<file path="config.mk">
export PLATFORM = sky130hd
export DESIGN_NAME = encoder_83
export DESIGN_NICKNAME = d
export VERILOG_FILES = /design/src/rtl/encoder_83_pkg.sv /design/src/rtl/encoder_83_core.sv /design/src/rtl/encoder_83.sv
export SDC_FILE = /design/constraint.sdc
export NUM_CORES = 1
export LEC_CHECK = 0
export CORE_AREA = 3 3 40 42
export CTS_CLUSTER_SIZE = 8
export DETAILED_ROUTE_END_ITERATION = 8
export DIE_AREA = 0 0 43 45
export SETUP_SLACK_MARGIN = 0.15
export SLEW_MARGIN = 20
export SYNTH_ARGS = -nofsm -noshare
export SYNTH_HDL_FRONTEND = slang
export SYNTH_HIERARCHICAL = 1
export SYNTH_SLANG_ARGS = --single-unit
</file>
<file path="constraint.sdc">
create_clock -name iClk -period 0.8 [get_ports iClk]
set_input_delay 0.16 -clock iClk [delete_from_list [all_inputs] [get_ports iClk]]
set_output_delay 0.16 -clock iClk [all_outputs]
set_load 0.05 [all_outputs]
</file>
<file path="src/rtl/encoder_83_pkg.sv">
// Shared widths, result type and reset value for the registered 8-to-3 priority encoder.
package encoder_83_pkg;

  localparam int unsigned IN_W  = 8;
  localparam int unsigned OUT_W = 3;

  typedef struct packed {
    logic [OUT_W-1:0] idx;
    logic             valid;
    logic             multi;
  } encResult_t;

  localparam encResult_t RESULT_RST = '{idx: '0, valid: 1'b0, multi: 1'b0};

endpackage

</file>
<file path="src/rtl/encoder_83_core.sv">
// Combinational priority encode of a request vector into index, valid and multiple-hot flags.
module encoder_83_core
  import encoder_83_pkg::*;
#(
  parameter bit PRIORITY_HIGH = 1'b1
) (
  input  logic [IN_W-1:0] iData,
  output encResult_t      oResult
);

  logic [OUT_W-1:0] winIdx;

  // The last match in scan order wins, so the scan direction sets the priority.
  always_comb begin
    winIdx = '0;
    if (PRIORITY_HIGH) begin
      for (int i = 0; i < IN_W; i++) begin
        if (iData[i]) winIdx = OUT_W'(i);
      end
    end else begin
      for (int i = IN_W - 1; i >= 0; i--) begin
        if (iData[i]) winIdx = OUT_W'(i);
      end
    end
  end

  always_comb begin
    oResult       = RESULT_RST;
    oResult.idx   = winIdx;
    oResult.valid = |iData;
    // Clearing the lowest set bit leaves something only when two or more bits were set.
    oResult.multi = |(iData & (iData - IN_W'(1)));
  end

endmodule

</file>
<file path="src/rtl/encoder_83.sv">
// Registered 8-to-3 priority encoder: one-cycle latency, asynchronous active-low reset.
module encoder_83
  import encoder_83_pkg::*;
#(
  parameter bit PRIORITY_HIGH = 1'b1
) (
  input  logic             iClk,
  input  logic             iRst_n,
  input  logic [IN_W-1:0]  iData,
  output logic [OUT_W-1:0] oData,
  output logic             oValid,
  output logic             oMulti
);

  encResult_t resultD;
  encResult_t resultQ;

  encoder_83_core #(
    .PRIORITY_HIGH(PRIORITY_HIGH)
  ) uCore (
    .iData  (iData),
    .oResult(resultD)
  );

  always_ff @(posedge iClk or negedge iRst_n) begin
    if (!iRst_n) begin
      resultQ <= RESULT_RST;
    end else begin
      resultQ <= resultD;
    end
  end

  assign oData  = resultQ.idx;
  assign oValid = resultQ.valid;
  assign oMulti = resultQ.multi;

endmodule

</file>
==> flow_summary.json, run 1 <==
{
  "setup-violations-final": 6,
  "layout_common_cells": "buf_12 (5), buf_4 (5), buf_6 (4), dfrtp_2 (4), clkbuf_4 (3)",
  "leakagePower_nw": 0.238,
  "detail-route-antenna-nets": 0,
  "post-route-period-util_pct": 118,
  "grt_use_total_pct": 8.63,
  "ios": 15,
  "viasPerCell": 4.27,
  "coreArea_sq_um": 1280,
  "final_nets": 62,
  "hold_viol": 0,
  "path_class": "flip-flop to primary output",
  "tritoncts.num_buffers": 3,
  "dr_total_vias": 282,
  "irDropWorstVdd_uv": 413,
  "synth_area_per_cell_sq_um": 9.72,
  "synth_fa_ha_area_share_pct": 3.96,
  "crit_buf_inv": 1,
  "num_rows": 13,
  "fin_ws_ns": -0.147,
  "violations": "negative setup slack",
  "drc_errors": 0,
  "hold_path.class": "input port to asynchronous set/reset pin",
  "p_sw_share_pct": 25.9,
  "diodes": 0,
  "gp_congestion": 0.695,
  "status": "finished with violations",
  "timing.fmax_mhz": 1060,
  "endpoint_kind": "primary output",
  "tightest_slew_ns": 0.246,
  "first_global_vias": 289,
  "die_h_um": 45,
  "die_area_sq_um": 1940,
  "synthCells": 26,
  "p_clk_share_pct": 36.9,
  "area.growth.synth_to_final_pct": 131,
  "slew_headroom_pct": 83.5,
  "h-tree-depth": 1,
  "power.switching_mw": 0.197,
  "cp_top_family": "flip-flops",
  "synthSimpleGateAreaFrac_pct": 29.7,
  "yosys_warnings": 6,
  "grt.overflow.total": 0,
  "synthesis.nets": 36,
  "final_max_slew_viol_count": 0,
  "arrival_ns": 0.79,
  "cts_tree": "done",
  "drtIter0Drc": 0,
  "start_kind": "flip-flop",
  "rsz0062_at_grt": "yes",
  "clkTransAtPathRegs_ns": 0.04,
  "crit_required_ns": 0.64,
  "n_fill_cell": 119,
  "cts_max_path_buffers": 2,
  "synthMuxAreaShare_pct": 0,
  "pwr-share-comb_pct": 27.4,
  "die_w_um": 43,
  "internal_power_mw": 0.563,
  "wl_um": 677,
  "setup_tns_ns": -0.759,
  "syn-cell-area_sq_um": 253,
  "portBuffers": 14,
  "synth_compound_gate_area_share_pct": 15.3,
  "utilization_pct": 45.5,
  "grt_max_degree": 6,
  "ys_ff_latch": 5,
  "clock-sinks": 5,
  "grt_pass1_wl_um": 1160,
  "slowest_stage": "dfrtp_2",
  "cp_max_fo": 1,
  "cts-root-buf": "clkbuf_4",
  "antenna_found_initial": 0,
  "maxCapViolations": 0,
  "pre_cts_ws_ns": -0.688,
  "layout-drive-gt1-share_pct": 60.8,
  "power_density_nw_per_um2": 1300,
  "wire_per_inst_um": 10.3,
  "synth_top_family_by_area": "simple AND/OR/NAND/NOR gates",
  "synth_xor_area_share_pct": 0,
  "firstDrtPassIters": 1,
  "min_period_ns": 0.947,
  "worstPathCellList": "buf_12",
  "synth.distinct_cells": 16,
  "power.share.sequential_pct": 35.7,
  "start_util_pct": 19.7,
  "critPathMaxStageDelay_ns": 0.41,
  "ys_seq_area_share_pct": 49.5
}
==> timing repair <==
item | in CTS | in global routing
hold buffers | 0 | 0
buffers inserted | 1 | 0
setup endpoints to repair | 10 | 10
resized for setup | 33 | 7
cloned | 0 | 0
pin swaps | 6 | 4
==> cells in the mapped netlist <==
master / number / area (sq um)
dfrtp_1: 5 / 125
nor2_1: 4 / 15.0
nand2_1: 2 / 7.51
nand2b_1: 2 / 12.5
nor3_1: 2 / 10.0
a211oi_2: 1 / 12.5
a21oi_1: 1 / 5.00
inv_1: 1 / 3.75
maj3_1: 1 / 10.0
nand3_1: 1 / 5.00
nor2b_1: 1 / 6.26
nor4_1: 1 / 6.26
nor4_2: 1 / 12.5
o21ai_0: 1 / 5.00
o21bai_1: 1 / 7.51
o32ai_1: 1 / 8.76
==> cells by family (layout without fill, tap and decap cells) <==
group	Yosys count	after routing
compound gates	5	5
flops	5	5
buf+inv	1	26
simple gates	14	14
fa+ha+maj	1	1
==> flip-flops by register name, summed over array words and instances (netlist names) <==
| register | count |
|---|---|
| oData | 3 |
| oMulti | 1 |
| oValid | 1 |
==> metrics by stage <==
step	cells	hold WS [ns]	total power, mW	cell area, sq um
floorplan	26	-0.136	0.332	267
global placement	61	0.393	0.468	520
detailed placement	61	0.396	0.469	520
CTS	66	0.144	0.765	577
global route	66	0.164	0.790	584
finish	66	0.145	0.760	584
==> path summary, 6_finish.rpt <==
kind	startpoint	end	slack, ns	cells after the start
max in group asynchronous	iRst_n	oData[2]$_DFF_PN0_	0.45	1
min in group iClk	iData[4]	oValid$_DFF_PN0_	0.24	3
min	iRst_n	oMulti$_DFF_PN0_	0.14	1
max	oData[2]$_DFF_PN0_	oData[2]	-0.15	1
==> power groups by stage <==
stage          registers, mW  clock network, mW  logic [mW]
3_3_place_gp           0.274                  0       0.193
5_1_grt                0.272              0.296       0.222
4_1_cts                0.271              0.291       0.203
2_1_floorplan          0.302                  0      0.0300
6_report               0.271              0.281       0.208
3_5_place_dp           0.275                  0       0.195
==> per-layer routing <==
| layer | vias up | share of wire (%) | GRT usage (%) |
|---|---|---|---|
| li1 | 143 | - | - |
| met1 | 131 | 32 | 6.37 |
| met2 | 8 | 61 | 17.7 |
| met3 | 0 | 6.4 | 2.39 |
| met4 | 0 | 0 | 7.23 |
| met5 | - | 0 | 0 |
==> cell type report <==
class	count	area, sq um	area share [%]
Timing Repair Buffer	21	246	42.2
Sequential cell	5	130	22.3
Clock buffer	4	26.3	4.50
Inverter	1	3.75	0.642
Multi-Input combinational cell	20	159	27.2
Tap cell	15	18.8	3.21
(Power assumes the default switching activity.)
==> inputs of run 2 (changes only) <==
--- a/config.mk
+++ b/config.mk
@@ -9,7 +9,7 @@
 export CTS_CLUSTER_SIZE = 8
 export DETAILED_ROUTE_END_ITERATION = 8
 export DIE_AREA = 0 0 43 45
-export SETUP_SLACK_MARGIN = 0.15
+export SETUP_SLACK_MARGIN = 0.5
 export SLEW_MARGIN = 20
 export SYNTH_ARGS = -nofsm -noshare
 export SYNTH_HDL_FRONTEND = slang
==> flow_summary.json, run 2 (synthesis gave the netlist of run 1 again) <==
{
  "tritoncts.num_buffers": 3,
  "firstDrtPassIters": 1,
  "fin_cells": 71,
  "cts_max_path_buffers": 2,
  "cts-root-buf": "clkbuf_4",
  "irDropWorstVdd_uv": 494,
  "die_w_um": 43,
  "layout_common_cells": "buf_6 (11), buf_12 (5), buf_4 (5)",
  "grt_max_degree": 6,
  "maxCapViolations": 0,
  "endpoint_kind": "primary output",
  "leakagePower_nw": 0.281,
  "status": "finished with violations",
  "hold_path.class": "input port to asynchronous set/reset pin",
  "dp.cells": 63,
  "n_fill_cell": 109,
  "hold_viol": 5,
  "grt_use_total_pct": 9.38,
  "largest_reg_flops": 3,
  "timing.fmax_mhz": 1050,
  "first_global_vias": 320,
  "path_class": "flip-flop to primary output",
  "grt_pass1_wl_um": 1280,
  "post-route-period-util_pct": 119,
  "diodes": 0,
  "cp_top_family": "flip-flops",
  "drc_errors": 0,
  "cts_tree": "done",
  "drtIter0Drc": 0,
  "rsz0062_at_grt": "yes",
  "setup-violations-final": 6,
  "final_nets": 67,
  "arrival_ns": 0.79,
  "num_rows": 13,
  "final_common_cell": "buf_6",
  "cp_max_fo": 1,
  "power_density_nw_per_um2": 1200,
  "die_h_um": 45,
  "violations": "negative hold slack, negative setup slack",
  "worstPathCellList": "buf_12",
  "start_util_pct": 19.7,
  "critPathMaxStageDelay_ns": 0.41,
  "wl_um": 794,
  "gp_congestion": 0.692,
  "ios": 15,
  "antenna_found_initial": 0,
  "grt.overflow.total": 0,
  "coreArea_sq_um": 1280,
  "clock-sinks": 5,
  "layout-drive-gt1-share_pct": 75.0,
  "hold_ws_ns": -0.128,
  "clkTransAtPathRegs_ns": 0.04,
  "wire_per_inst_um": 11.2,
  "crit_buf_inv": 1,
  "power.total_mw": 0.813,
  "crit_required_ns": 0.64,
  "dr_total_vias": 321,
  "slew_headroom_pct": 82.2,
  "start_kind": "flip-flop",
  "min_period_ns": 0.953,
  "detail-route-antenna-nets": 0,
  "slowest_stage": "dfrtp_2",
  "die_area_sq_um": 1940,
  "portBuffers": 14,
  "area.growth.synth_to_final_pct": 168,
  "viasPerCell": 4.52,
  "final_max_slew_viol_count": 0,
  "tightest_slew_ns": 0.266,
  "h-tree-depth": 1,
  "fin_ws_ns": -0.153
}
-- run 2: per-stage QoR --
stage	setup TNS (ns)	utilization [%]	setup slack [ns]	instance area (sq um)
floorplan	-0.107	-	-0.107	285
global placement	-2.29	43.1	-0.662	554
detailed placement	-2.43	43.1	-0.735	554
CTS	-0.888	50.6	-0.167	651
global route	-0.988	52.8	-0.181	678
finish	-0.821	52.8	-0.153	678
-- run 2: worst paths after layout --
check                            startpoint                  to  slack (ns)  depth (start not counted)
setup / recovery           oValid$_DFF_PN0_              oValid       -0.15                          1
hold / removal                       iRst_n    oMulti$_DFF_PN0_       -0.13                          1
max in group asynchronous            iRst_n  oData[1]$_DFF_PN0_        0.73                          1
min in group iClk                  iData[7]  oData[1]$_DFF_PN0_        0.21                          4
-- run 2: cell type report --
| cell class | instances | area, sq um | area share, % |
|---|---|---|---|
| well taps | 15 | 18.8 | 2.77 |
| clock buffers | 4 | 26.3 | 3.87 |
| repair buffers | 26 | 320 | 47.2 |
| multi-input cells | 20 | 179 | 26.4 |
| flip-flops and latches | 5 | 130 | 19.2 |
| inverters | 1 | 3.75 | 0.554 |
-- run 2: what timing repair did --
item	4_1_cts	5_1_grt
gates cloned	0	0
gates resized for setup	57	3
endpoints found under the setup margin	15	10
pin swaps	11	8
endpoints found under the hold margin	5	5
setup buffers	2	2
-- run 2: layer usage --
| layer | part of all wire [%] | routed length [um] | GRT usage [%] |
|---|---|---|---|
| met4 | 0 | 0 | 9.04 |
| met5 | 0 | 0 | 0 |
| met1 | 29 | 229 | 7.35 |
| met2 | 65 | 513 | 18.3 |
| met3 | 6.5 | 52 | 2.39 |
-- run 2: where the power goes --
part / total (mW) / switching, mW / internal [mW] / leakage [nW]
Clock: 0.283 / 0.0949 / 0.188 / 0.0150
Combinational: 0.258 / 0.110 / 0.148 / 0.220
Sequential: 0.271 / 0.00714 / 0.264 / 0.0455
==> inputs of run 3 (changes only) <==
--- a/config.mk
+++ b/config.mk
@@ -9,6 +9,7 @@
 export CTS_CLUSTER_SIZE = 8
 export DETAILED_ROUTE_END_ITERATION = 8
 export DIE_AREA = 0 0 43 45
+export RECOVER_POWER = 100
 export SETUP_SLACK_MARGIN = 0.5
 export SLEW_MARGIN = 20
 export SYNTH_ARGS = -nofsm -noshare
==> flow_summary.json, run 3 (synthesis gave the netlist of run 1 again) <==
{
  "status": "finished with violations",
  "violations": "negative hold slack, negative setup slack",
  "layout_common_cells": "buf_6 (11), buf_12 (5), clkbuf_4 (4), dfrtp_2 (4), buf_4 (4)",
  "multi_input_area_sq_um": 168,
  "hold_viol": 5,
  "drtIter0Drc": 1,
  "wl_um": 789,
  "worstPathCellList": "buf_12",
  "crit_buf_inv": 1,
  "gp_congestion": 0.692,
  "path_class": "flip-flop to primary output",
  "hold_ws_ns": -0.127,
  "setup.worst_path.start": "oValid$_DFF_PN0_",
  "die_area_sq_um": 1940,
  "die_h_um": 45,
  "grt_use_total_pct": 9.38,
  "hold_path.class": "input port to asynchronous set/reset pin",
  "cts_max_path_buffers": 2,
  "cts_tree": "done",
  "leakagePower_nw": 0.279,
  "final_area_sq_um": 667,
  "cts-root-buf": "clkbuf_4",
  "drc_errors": 0,
  "die_w_um": 43,
  "tritoncts.num_buffers": 3,
  "maxCapViolations": 0,
  "dr_total_vias": 323,
  "detail-route-antenna-nets": 0,
  "timing.fmax_mhz": 1050,
  "fin_ws_ns": -0.153,
  "crit_required_ns": 0.64,
  "ff_latch_area_sq_um": 130,
  "ios": 15,
  "tightest_slew_ns": 0.260,
  "setup_tns_ns": -0.813,
  "cp_max_fo": 1,
  "slowest_stage": "dfrtp_2",
  "critPathMaxStageDelay_ns": 0.41,
  "post-route-period-util_pct": 119,
  "cp_top_family": "flip-flops",
  "arrival_ns": 0.79,
  "final_nets": 67,
  "area.growth.synth_to_final_pct": 164,
  "irDropWorstVdd_uv": 510,
  "placedInstanceArea_sq_um": 554,
  "min_period_ns": 0.953,
  "power_density_nw_per_um2": 1210,
  "grt_pass1_wl_um": 1280,
  "portBuffers": 14,
  "first_global_vias": 320,
  "clock-sinks": 5,
  "n_fill_cell": 112,
  "diodes": 0,
  "grt.overflow.total": 0,
  "antenna_found_initial": 0,
  "rsz0062_at_grt": "yes",
  "start_kind": "flip-flop",
  "wire_per_inst_um": 11.1,
  "final_common_cell": "buf_6",
  "setup-violations-final": 6,
  "largest_reg_flops": 3,
  "endpoint_kind": "primary output",
  "firstDrtPassIters": 4,
  "grt_max_degree": 6,
  "final_max_slew_viol_count": 0,
  "h-tree-depth": 1,
  "viasPerCell": 4.55,
  "clkTransAtPathRegs_ns": 0.04,
  "layout-drive-gt1-share_pct": 71.4,
  "coreArea_sq_um": 1280,
  "slew_headroom_pct": 82.5,
  "start_util_pct": 19.7,
  "num_rows": 13
}
run 3: cell count changes in the layout (fill, tap and decap cells not counted):
cell      before  now
nor2_1         2    3
o21ai_0        0    1
buf_4          5    4
nor2_4         2    1
o21ai_2        1    0
clkbuf_4       3    4
run 3: area by class of cell:
type,count,area share [%]
clock buffer,4,3.94
multi-input combinational,20,25.1
tap,15,2.81
timing repair buffer,26,48.0
inverter,1,0.563
sequential,5,19.5
run 3: through the flow:
step / hold slack, ns / power, mW / instances / util (%) / worst slack, ns
final: -0.127 / 0.805 / 71 / 51.9 / -0.153
after global routing: -0.115 / 0.849 / 71 / 51.9 / -0.181
after CTS: -0.128 / 0.819 / 69 / 50.6 / -0.167
after detailed placement: 0.398 / 0.491 / 63 / 43.1 / -0.735
after global placement: 0.397 / 0.489 / 63 / 43.1 / -0.662
after floorplan: -0.136 / 0.337 / 26 / - / -0.107
run 3: metal layers:
layer	track usage (%)	up-vias	part of all wire, %
li1	-	155	-
met1	7.35	160	31
met2	18.3	8	64
met3	2.39	0	5.1
met4	9.04	0	0
met5	0	-	0
run 3: worst paths after layout:
kind | depth (start not counted) | endpoint | slack, ns
max | 1 | oValid | -0.15
min in group iClk | 4 | oData[1]$_DFF_PN0_ | 0.21
max in group asynchronous | 1 | oData[1]$_DFF_PN0_ | 0.73
min | 1 | oMulti$_DFF_PN0_ | -0.13
run 3: timing repair:
| action | CTS | global route |
|---|---|---|
| gates cloned | 0 | 0 |
| endpoints found under the hold margin | 5 | 5 |
| gates resized for setup | 57 | 3 |
| pin swaps | 11 | 8 |
| buffers inserted | 2 | 2 |
| setup endpoints to repair | 15 | 10 |
run 3: power by group:
part	internal (mW)	leakage [nW]	switching, mW
clock network	0.188	0.0150	0.0947
logic	0.145	0.218	0.105
registers	0.264	0.0455	0.00716
